### src/rtl/latch_seq_pkg.sv
// Shared types and helpers for the latch strobe sequencer.
//   seq_state_e : sequencer phase encoding
//   cnt_width() : width of the phase down-counter for a given setup/pulse/hold
//                 timing, i.e. $clog2(max(TSETUP,TPULSE,THOLD)+1)
//   req_t       : request record at the default bus widths (addr, data)
package latch_seq_pkg;

  typedef enum logic [1:0] {
    ST_IDLE   = 2'd0,
    ST_SETUP  = 2'd1,
    ST_STROBE = 2'd2,
    ST_HOLD   = 2'd3
  } seq_state_e;

  localparam int DW_DEF   = 8;
  localparam int AW_DEF   = 4;
  localparam int NREG_DEF = 16;

  typedef struct packed {
    logic [AW_DEF-1:0] addr;
    logic [DW_DEF-1:0] data;
  } req_t;

  function automatic int cnt_width(input int ts, input int tp, input int th);
    int m;
    m = ts;
    if (tp > m) m = tp;
    if (th > m) m = th;
    return (m < 1) ? 1 : $clog2(m + 1);
  endfunction

endpackage

### src/rtl/req_fifo2.sv
// Two-entry request FIFO with asynchronous active-high reset.
//   push_i/wdata_i : write an entry (taken when not full, or when full and
//                    popping in the same cycle)
//   pop_i          : discard the head entry (ignored when empty)
//   rdata_o        : current head entry (valid when !empty_o)
//   full_o/empty_o : occupancy flags
module req_fifo2 #(
  parameter int W = 12
) (
  input  logic         clk,
  input  logic         reset,
  input  logic         push_i,
  input  logic         pop_i,
  input  logic [W-1:0] wdata_i,
  output logic [W-1:0] rdata_o,
  output logic         full_o,
  output logic         empty_o
);

  logic [W-1:0] mem_q [2];
  logic         wptr_q;
  logic         rptr_q;
  logic [1:0]   cnt_q;
  logic [1:0]   cnt_d;
  logic         do_push;
  logic         do_pop;

  assign do_pop  = pop_i && (cnt_q != 2'd0);
  // When full, a same-cycle pop frees the head slot, which is also the slot
  // the write pointer points at, so the new entry lands behind the survivor.
  assign do_push = push_i && ((cnt_q != 2'd2) || do_pop);

  always_comb begin
    cnt_d = cnt_q;
    case ({do_push, do_pop})
      2'b10:   cnt_d = cnt_q + 2'd1;
      2'b01:   cnt_d = cnt_q - 2'd1;
      default: cnt_d = cnt_q;
    endcase
  end

  always_ff @(posedge clk or posedge reset) begin
    if (reset) begin
      mem_q[0] <= '0;
      mem_q[1] <= '0;
      wptr_q   <= 1'b0;
      rptr_q   <= 1'b0;
      cnt_q    <= 2'd0;
    end else begin
      if (do_push) begin
        mem_q[wptr_q] <= wdata_i;
        wptr_q        <= ~wptr_q;
      end
      if (do_pop) begin
        rptr_q <= ~rptr_q;
      end
      cnt_q <= cnt_d;
    end
  end

  assign rdata_o = mem_q[rptr_q];
  assign full_o  = (cnt_q == 2'd2);
  assign empty_o = (cnt_q == 2'd0);

endmodule

### src/rtl/latch_strobe_sequencer.sv
// Upstream driver for transparent-latch register macros. Buffers up to two
// write requests and, for each, drives the shared data bus and pulses one
// latch enable with setup / pulse / hold spacing so every latch closes on
// stable data.
//   clk, reset        : clock, asynchronous active-high reset
//   req_valid/ready   : request handshake (ready = FIFO not full)
//   req_addr/req_data : target latch index and value
//   lat_d             : latch data bus, changes only when a request is popped
//   lat_en            : registered one-hot latch enables (high = transparent)
//   busy              : sequence in progress or request pending
//   addr_err          : one-cycle pulse when a popped request's addr >= NREG
//
// state  | meaning
// IDLE   | nothing in flight; lat_d keeps last value
// SETUP  | lat_d driven, enables low, TSETUP cycles
// STROBE | selected enable high, TPULSE cycles
// HOLD   | enables low, lat_d held, THOLD cycles (skipped when THOLD = 0)
module latch_strobe_sequencer
  import latch_seq_pkg::*;
#(
  parameter int DW     = 8,
  parameter int NREG   = 16,
  parameter int AW     = 4,
  parameter int TSETUP = 1,
  parameter int TPULSE = 2,
  parameter int THOLD  = 1
) (
  input  logic            clk,
  input  logic            reset,
  input  logic            req_valid,
  output logic            req_ready,
  input  logic [AW-1:0]   req_addr,
  input  logic [DW-1:0]   req_data,
  output logic [DW-1:0]   lat_d,
  output logic [NREG-1:0] lat_en,
  output logic            busy,
  output logic            addr_err
);

  localparam int CW = cnt_width(TSETUP, TPULSE, THOLD);
  localparam logic [CW-1:0] LD_SETUP = CW'(TSETUP - 1);
  localparam logic [CW-1:0] LD_PULSE = CW'(TPULSE - 1);
  localparam logic [CW-1:0] LD_HOLD  = CW'((THOLD > 0) ? THOLD - 1 : 0);
  localparam logic [AW:0]   NREG_W   = (AW + 1)'(NREG);

  typedef struct packed {
    logic [AW-1:0] addr;
    logic [DW-1:0] data;
  } seq_req_t;

  localparam int RW = $bits(seq_req_t);

  seq_req_t        push_req;
  seq_req_t        head_req;
  logic [RW-1:0]   fifo_rdata;
  logic            fifo_full;
  logic            fifo_empty;
  logic            push_w;
  logic            pop_w;
  logic            seq_done;
  logic            head_bad;

  seq_state_e      state_q;
  logic [CW-1:0]   cnt_q;
  logic [NREG-1:0] sel_q;
  logic [NREG-1:0] lat_en_q;
  logic [DW-1:0]   lat_d_q;
  logic            addr_err_q;
  logic            ready_q;

  function automatic logic [NREG-1:0] decode(input logic [AW-1:0] a);
    logic [NREG-1:0] oh;
    oh = '0;
    for (int i = 0; i < NREG; i++) begin
      if (a == AW'(i)) oh[i] = 1'b1;
    end
    return oh;
  endfunction

  assign push_req.addr = req_addr;
  assign push_req.data = req_data;
  assign head_req      = fifo_rdata;
  assign head_bad      = ({1'b0, head_req.addr} >= NREG_W);

  // ready_q keeps req_ready low until the first edge after reset releases.
  assign req_ready = ready_q && !fifo_full;
  assign push_w    = req_valid && req_ready;

  // Last edge of the current sequence: the next request can be popped
  // straight into SETUP without passing through IDLE.
  always_comb begin
    seq_done = 1'b0;
    case (state_q)
      ST_STROBE: seq_done = (cnt_q == '0) && (THOLD == 0);
      ST_HOLD:   seq_done = (cnt_q == '0);
      default:   seq_done = 1'b0;
    endcase
  end

  assign pop_w = !fifo_empty && ((state_q == ST_IDLE) || seq_done);

  req_fifo2 #(
    .W(RW)
  ) u_fifo (
    .clk    (clk),
    .reset  (reset),
    .push_i (push_w),
    .pop_i  (pop_w),
    .wdata_i(push_req),
    .rdata_o(fifo_rdata),
    .full_o (fifo_full),
    .empty_o(fifo_empty)
  );

  always_ff @(posedge clk or posedge reset) begin
    if (reset) begin
      state_q    <= ST_IDLE;
      cnt_q      <= '0;
      sel_q      <= '0;
      lat_en_q   <= '0;
      lat_d_q    <= '0;
      addr_err_q <= 1'b0;
      ready_q    <= 1'b0;
    end else begin
      ready_q    <= 1'b1;
      addr_err_q <= 1'b0;
      if (pop_w) begin
        // An out-of-range request still runs full timing; its select is all
        // zero, so STROBE drives no enable.
        state_q    <= ST_SETUP;
        cnt_q      <= LD_SETUP;
        lat_d_q    <= head_req.data;
        sel_q      <= decode(head_req.addr);
        addr_err_q <= head_bad;
        lat_en_q   <= '0;
      end else begin
        case (state_q)
          ST_IDLE: begin
            state_q <= ST_IDLE;
          end
          ST_SETUP: begin
            if (cnt_q == '0) begin
              state_q  <= ST_STROBE;
              cnt_q    <= LD_PULSE;
              lat_en_q <= sel_q;
            end else begin
              cnt_q <= cnt_q - CW'(1);
            end
          end
          ST_STROBE: begin
            if (cnt_q == '0) begin
              lat_en_q <= '0;
              if (THOLD > 0) begin
                state_q <= ST_HOLD;
                cnt_q   <= LD_HOLD;
              end else begin
                state_q <= ST_IDLE;
              end
            end else begin
              cnt_q <= cnt_q - CW'(1);
            end
          end
          ST_HOLD: begin
            if (cnt_q == '0) begin
              state_q <= ST_IDLE;
            end else begin
              cnt_q <= cnt_q - CW'(1);
            end
          end
          default: begin
            state_q  <= ST_IDLE;
            lat_en_q <= '0;
          end
        endcase
      end
    end
  end

  assign lat_d    = lat_d_q;
  assign lat_en   = lat_en_q;
  assign addr_err = addr_err_q;
  assign busy     = (state_q != ST_IDLE) || !fifo_empty;

endmodule

### config.mk
export PLATFORM = sky130hd
export DESIGN_NAME = latch_strobe_sequencer
export DESIGN_NICKNAME = d
export VERILOG_FILES = /design/src/rtl/latch_seq_pkg.sv /design/src/rtl/req_fifo2.sv /design/src/rtl/latch_strobe_sequencer.sv
export SDC_FILE = /design/constraint.sdc
export NUM_CORES = 1
export LEC_CHECK = 0
export CORE_MARGIN = 8
export CORE_UTILIZATION = 40
export DETAILED_ROUTE_END_ITERATION = 16
export RECOVER_POWER = 100
export SLEW_MARGIN = 0
export SYNTH_ARGS = -nofsm -noshare
export SYNTH_HDL_FRONTEND = slang
export SYNTH_HIERARCHICAL = 1
export SYNTH_SLANG_ARGS = --single-unit
### constraint.sdc
create_clock -name clk -period 2.2 [get_ports clk]
set_input_delay 0.22 -clock clk [delete_from_list [all_inputs] [get_ports clk]]
set_output_delay 0.22 -clock clk [all_outputs]
set_load 0.005 [all_outputs]
# Word-level counts from Yosys, hierarchy flattened
# Index checks and enable logic that the tools add are counted.
# word_totals
wordCells	108
regBits	73
output_inout_bits	27
in_bits	15
# classes
n_reduce_logical	23
add_sub_neg	3
n_lt_le_gt_ge	3
mux	38
eq_ne	26
bitwise	4
# op_table
operator	count
12-bit two-way mux	4
16-bit two-way mux	3
4-bit == test (second input constant)	8
16-bit case mux with 2 select lines	1
24-bit bitwise mux	1
1-bit two-way mux	17
4-bit by 3-bit == test with 1-bit output (second input constant)	4
2-bit two-way mux	8
12-bit demux with 1-bit select	1
3-bit by 2-bit != test with 1-bit output (second input constant)	4
2-bit == test (second input constant)	4
4-bit by 2-bit == test with 1-bit output (second input constant)	2
2-bit case mux with 4 select lines	1
1-bit logical AND	6
2-bit logical NOT	3
2-bit case mux with 3 select lines	1
3-bit AND reduction	2
2-bit nonzero test	3
2-bit by 1-bit == test with 1-bit output (second input constant)	2
4-bit by 1-bit == test with 1-bit output (second input constant)	1
2-bit >= comparator (second input constant)	2
4-bit logical NOT	1
1-bit NOT with 2-bit output	2
2-bit case mux with 2 select lines	1
other kinds (10)	15

# Longest topological paths before layout
# logic_depth
ltp_word	9
mapped_depth	13
ltp_nobuf	11

# Cells and area by module
# The synthesis kept the hierarchy.
# by_module_without_submodules
module	n_inst	area_per_inst_um2	cells_each	seq_area_each_um2
latch_strobe_sequencer	1	2000.7	179	1126.1
req_fifo2	1	1331.3	83	700.7

# Worst setup path after synthesis
# Ideal clock, no wire load.
# synth_path
path_kind	register to register
start	register, netlist name cnt_q[0]
end	register u_fifo/mem_q[12] in the netlist's numbering
setup_ns	0.125
stages_incl_launch_ff	12
t_required_ns	2.075
arrival_ns	2.226
synth_period_minus_slack_ns	2.351
n_path_buf	3
path_slack_ns	-0.151
cell_sequence	dfrtp_1 -> inv_1 -> ha_1 -> a21oi_1 -> or2_1 -> buf_6 -> inv_6 -> buf_2 -> nor3b_2 -> nor3b_2 -> buf_6 -> mux2_4
# synth_lines
item	line_no	rtl
end signal, assigned by index	req_fifo2.sv:51	mem_q[wptr_q] <= wdata_i;
end, declared	req_fifo2.sv:20	logic [W-1:0] mem_q [2];

# Worst setup path after layout
# layout_path
start	register state_q[0]
end	register u_fifo/mem_q[12] in the netlist's numbering
# layout_between
elab_chain_cells	7
word_cells_on_any_way	8
cone_classes	eq/ne (1); mux (1); reduce/logical (6)
# layout_rtl
item	line_no	rtl
start, declared	latch_strobe_sequencer.sv:63	seq_state_e state_q;
start signal, assigned	latch_strobe_sequencer.sv:117	state_q <= ST_IDLE;
start signal, assigned	latch_strobe_sequencer.sv:130	state_q <= ST_SETUP;
start signal, assigned	latch_strobe_sequencer.sv:139	state_q <= ST_IDLE;
2-bit == test	latch_strobe_sequencer.sv:93	case (state_q)
1-bit two-way mux	latch_strobe_sequencer.sv:93	
1-bit logical OR (*)	latch_strobe_sequencer.sv:100	assign pop_w = !fifo_empty && ((state_q == ST_IDLE) || seq_done);
1-bit logical AND (*)	latch_strobe_sequencer.sv:100	
1-bit logical AND (*)	req_fifo2.sv:28	assign do_pop = pop_i && (cnt_q != 2'd0);
1-bit logical OR (*)	req_fifo2.sv:31	assign do_push = push_i && ((cnt_q != 2'd2) || do_pop);
1-bit logical AND (*)	req_fifo2.sv:31	
# Every way passes the cells marked *; elsewhere a longest branch is shown, timed or not.
# A chain may end at the register's enable or synchronous reset.

==> impl_metrics.env <==
export IMPL_fillers=743
export IMPL_status="completed"
export IMPL_vias=2107
export IMPL_clock_sinks=73
export IMPL_seq_power_share_pct=37.4
export IMPL_track_usage_pct=12.4
export IMPL_grt_antenna_before_repair=0
export IMPL_grt_pass1_vias=2234
export IMPL_cp_start_kind="register"
export IMPL_clk_pin_slew_ns=0.08
export IMPL_port_buffers=40
export IMPL_cp_slowest_cell="dfrtp_1"
export IMPL_async_flop_share_pct=100
export IMPL_worstPathRequired_ns=2.43
export IMPL_cp_max_fo=8
export IMPL_tritoncts="done"
export IMPL_grt_setup_unrepaired="false"
export IMPL_worstSetupEndpointType="register"
export IMPL_ff_latch_area_um2=1830
export IMPL_postSynthNetCount=286
export IMPL_ys_types=33
export IMPL_syn_area_per_cell_um2=12.7
export IMPL_placed_area_um2=3890
export IMPL_ant_nets=0
export IMPL_grt_pass1_wl_um=11200
export IMPL_crit_chain="inv_2 -> ha_4 -> a21oi_1 -> or2_4 -> inv_6 -> nor3b_4 -> nor3b_2 -> clkbuf_4 -> mux2_1"
export IMPL_worst_path_stages=9
export IMPL_num_antenna_cells=0
export IMPL_internal_power_mw=3.72
export IMPL_min_path_type="register to register"
export IMPL_nets=338
export IMPL_pwr_share_comb_pct=44.7
export IMPL_insertion_delay_ns=0.35
export IMPL_ff2ff_path_depth=9
export IMPL_power_density_nw_per_um2=1480
export IMPL_die_width_um=107
export IMPL_clockBufferDepth=2
export IMPL_final_hold_violation_count=0
export IMPL_grt_overflow_total=0
export IMPL_via_per_inst=4.97
export IMPL_holdPathStages=2
export IMPL_critPathTopFamily="simple AND/OR/NAND/NOR gates"
export IMPL_drv_cap=0
export IMPL_arrival_ns=2.31
export IMPL_setup_tns_ns=0
export IMPL_num_rows=33
export IMPL_final_cell_area_um2=4040
export IMPL_p_sw_mw=2.24
export IMPL_synth_seq_cells=73
export IMPL_firstDrtPassIters=4
export IMPL_synth_compound_area_share_pct=10.9
export IMPL_drt_initial_drc_count=41
export IMPL_drc_errors=0
export IMPL_synth_fa_ha_area_share_pct=3.38
export IMPL_path_class="register to register"
export IMPL_synth_xor_area_share_pct=1.31
export IMPL_hpwl_um=4530
export IMPL_clockPowerShare_pct=17.9
export IMPL_switching_share_pct=37.6
export IMPL_wirelength_um=6510
export IMPL_initial_core_util_pct=41.0
export IMPL_h_tree_depth=3
export IMPL_timing_fmax_ghz=0.479
export IMPL_setup_viol=0
export IMPL_finalMaxSlewViolations=0
export IMPL_drive_gt1_share_pct=20.1
export IMPL_min_period_over_period_pct=95.0
export IMPL_ys_seq_area_share_pct=54.8
export IMPL_synth_mux_area_fraction_pct=15.7
export IMPL_die_area_um2=11500
export IMPL_synth_simple_area_share_pct=9.35
export IMPL_io_pins=42
export IMPL_die_height_um=107
export IMPL_ys_warn_count=6
export IMPL_fin_crit_ns=2.09
export IMPL_critPathBufInv=3
export IMPL_core_region_area_um2=8130
export IMPL_synth_top_family_by_area="multiplexers"
export IMPL_gp_congestion=0.749
export IMPL_syn2layout_area_growth_pct=21.2
export IMPL_tightest_slew_ns=1.48
export IMPL_numCtsBuffers=9
export IMPL_finalClockSkew_ns=0.00872
export IMPL_cpPeakStageDelay_ns=0.43
export IMPL_total_leakage_power_nw=1.86
export IMPL_multi_input_area_um2=1340
export IMPL_wire_per_inst_um=15.4
export IMPL_synth_cell_area_um2=3330
export IMPL_hold_buffers=0
export IMPL_irDropWorstVdd_mv=0.746
export IMPL_slew_headroom_pct=1.65
export IMPL_synth_top_flop_cell="dfrtp_1"
export IMPL_cts_root_buffer="clkbuf_8"
export IMPL_grt_max_degree=46
export IMPL_syn_inst=262
export IMPL_synth_edf_count=0
==> registers in the layout (all words and copies together), names as in the netlist <==
signal,cells
ready_q,1
u_fifo/cnt_q,2
cnt_q,2
sel_q,16
u_fifo/mem_q,24
lat_d,8
state_q,2
lat_en,16
u_fifo/rptr_q,1
u_fifo/wptr_q,1
==> path summary, 6_finish.rpt <==
| path | to | slack (ns) | from |
|---|---|---|---|
| worst min-delay path | lat_d[0]$_DFFE_PP0P_ | 0.47 | lat_d[0]$_DFFE_PP0P_ |
| worst max register to register | u_fifo/mem_q[12]$_DFFE_PP0P_ | 0.11 | state_q[0]$_DFFE_PP0P_ |
| worst min register to register | lat_d[0]$_DFFE_PP0P_ | 0.47 | lat_d[0]$_DFFE_PP0P_ |
| min in group asynchronous | lat_d[3]$_DFFE_PP0P_ | 0.71 | reset |
| worst max-delay path | u_fifo/mem_q[12]$_DFFE_PP0P_ | 0.11 | state_q[0]$_DFFE_PP0P_ |
| max in group asynchronous | u_fifo/wptr_q$_DFFE_PP0P_ | 0.49 | reset |
==> synthesized netlist by cell type (all sizes together), types with 2 or more instances <==
cell	instances	area share [%]
a21oi	5	0.75
a22o	17	4.5
buf	11	2.9
clkbuf	2	0.23
conb	2	0.23
dfrtp	73	55
ha	9	3.4
inv	10	1.3
mux2	38	15
mux2i	2	0.60
nand2	44	5.0
nand2b	7	1.3
nor2	5	0.64
nor2b	2	0.38
nor3b	2	0.75
o21ai	5	0.75
o31ai	9	2.0
o41ai	6	1.6
xnor2	3	0.79
xor2	2	0.53
==> power groups by stage <==
stage          Sequential, mW  Clock [mW]  Combinational [mW]
4_1_cts                  2.24        1.10                2.84
2_1_floorplan            2.18           0                2.16
6_report                 2.23        1.07                2.66
5_1_grt                  2.30        1.17                2.99
3_3_place_gp             2.25           0                2.79
3_5_place_dp             2.26           0                2.83
==> kinds of logic (layout without fill, tap and decap cells) <==
family	Yosys count	count (layout)
adders and majority gates	9	9
xor gates and xnor gates	5	5
buffers and inverters	23	80
muxes	40	40
DFF	73	73
other	2	2
and+or+nand+nor	65	65
AOI/OAI and AO/OA	45	45
==> final cells by class <==
class / instances / area share [%]
clock inverters: 6 / 1.67
well taps: 105 / 3.25
inverters: 10 / 1.05
multi-input cells: 166 / 33.2
flip-flops and latches: 73 / 45.2
repair buffers: 54 / 12.2
clock buffers: 10 / 3.41
==> cells in the final DEF, fill, tap and decap left out, drive strengths merged, types with 2 or more instances in the layout <==
master         instances
clkinv                 4
xor2                   2
nor2b                  2
conb                   2
clkdlybuf4s50         13
o21ai                  5
inv                    9
a22o                  17
mux2i                  2
clkbuf                16
nand2b                 7
o31ai                  9
nor2                   5
mux2                  38
a21oi                  5
ha                     9
buf                    8
nor3b                  2
dfrtp                 73
clkinvlp               2
xnor2                  3
dlygate4sd3           27
nand2                 44
o41ai                  6
==> tightest hold or removal path: stages, from the launching register on <==
cell and delay (ns):
dfrtp_1 0.34, nand2_1 0.05, nand2_1 0.05
==> per-stage QoR <==
stage | std cells | hold WS [ns] | setup WS, ns | power, mW | util, %
2_1_floorplan | 262 | 0.285 | 0.0189 | 4.34 | -
3_3_place_gp | 407 | 0.460 | 0.146 | 5.04 | 47.8
3_5_place_dp | 407 | 0.466 | 0.0529 | 5.09 | 47.8
4_1_cts | 423 | 0.247 | 0.0229 | 6.19 | 50.3
5_1_grt | 424 | 0.490 | 0.00415 | 6.47 | 49.7
6_report | 424 | 0.474 | 0.111 | 5.96 | 49.7
==> repair_timing <==
action / 4_1_cts / 5_1_grt
endpoints found under the setup margin: 0 / 9
resized for setup: 0 / 3
setup buffers: 0 / 1
==> layer usage <==
layer / wire length (µm) / GRT usage (%) / vias to the layer above
met5: 0 / 0 / -
met1: 3300 / 16.7 / 1047
li1: - / - / 1019
met2: 2840 / 17.7 / 32
met4: 107 / 6.33 / 0
met3: 255 / 3.47 / 9
(Power assumes the default switching activity.)
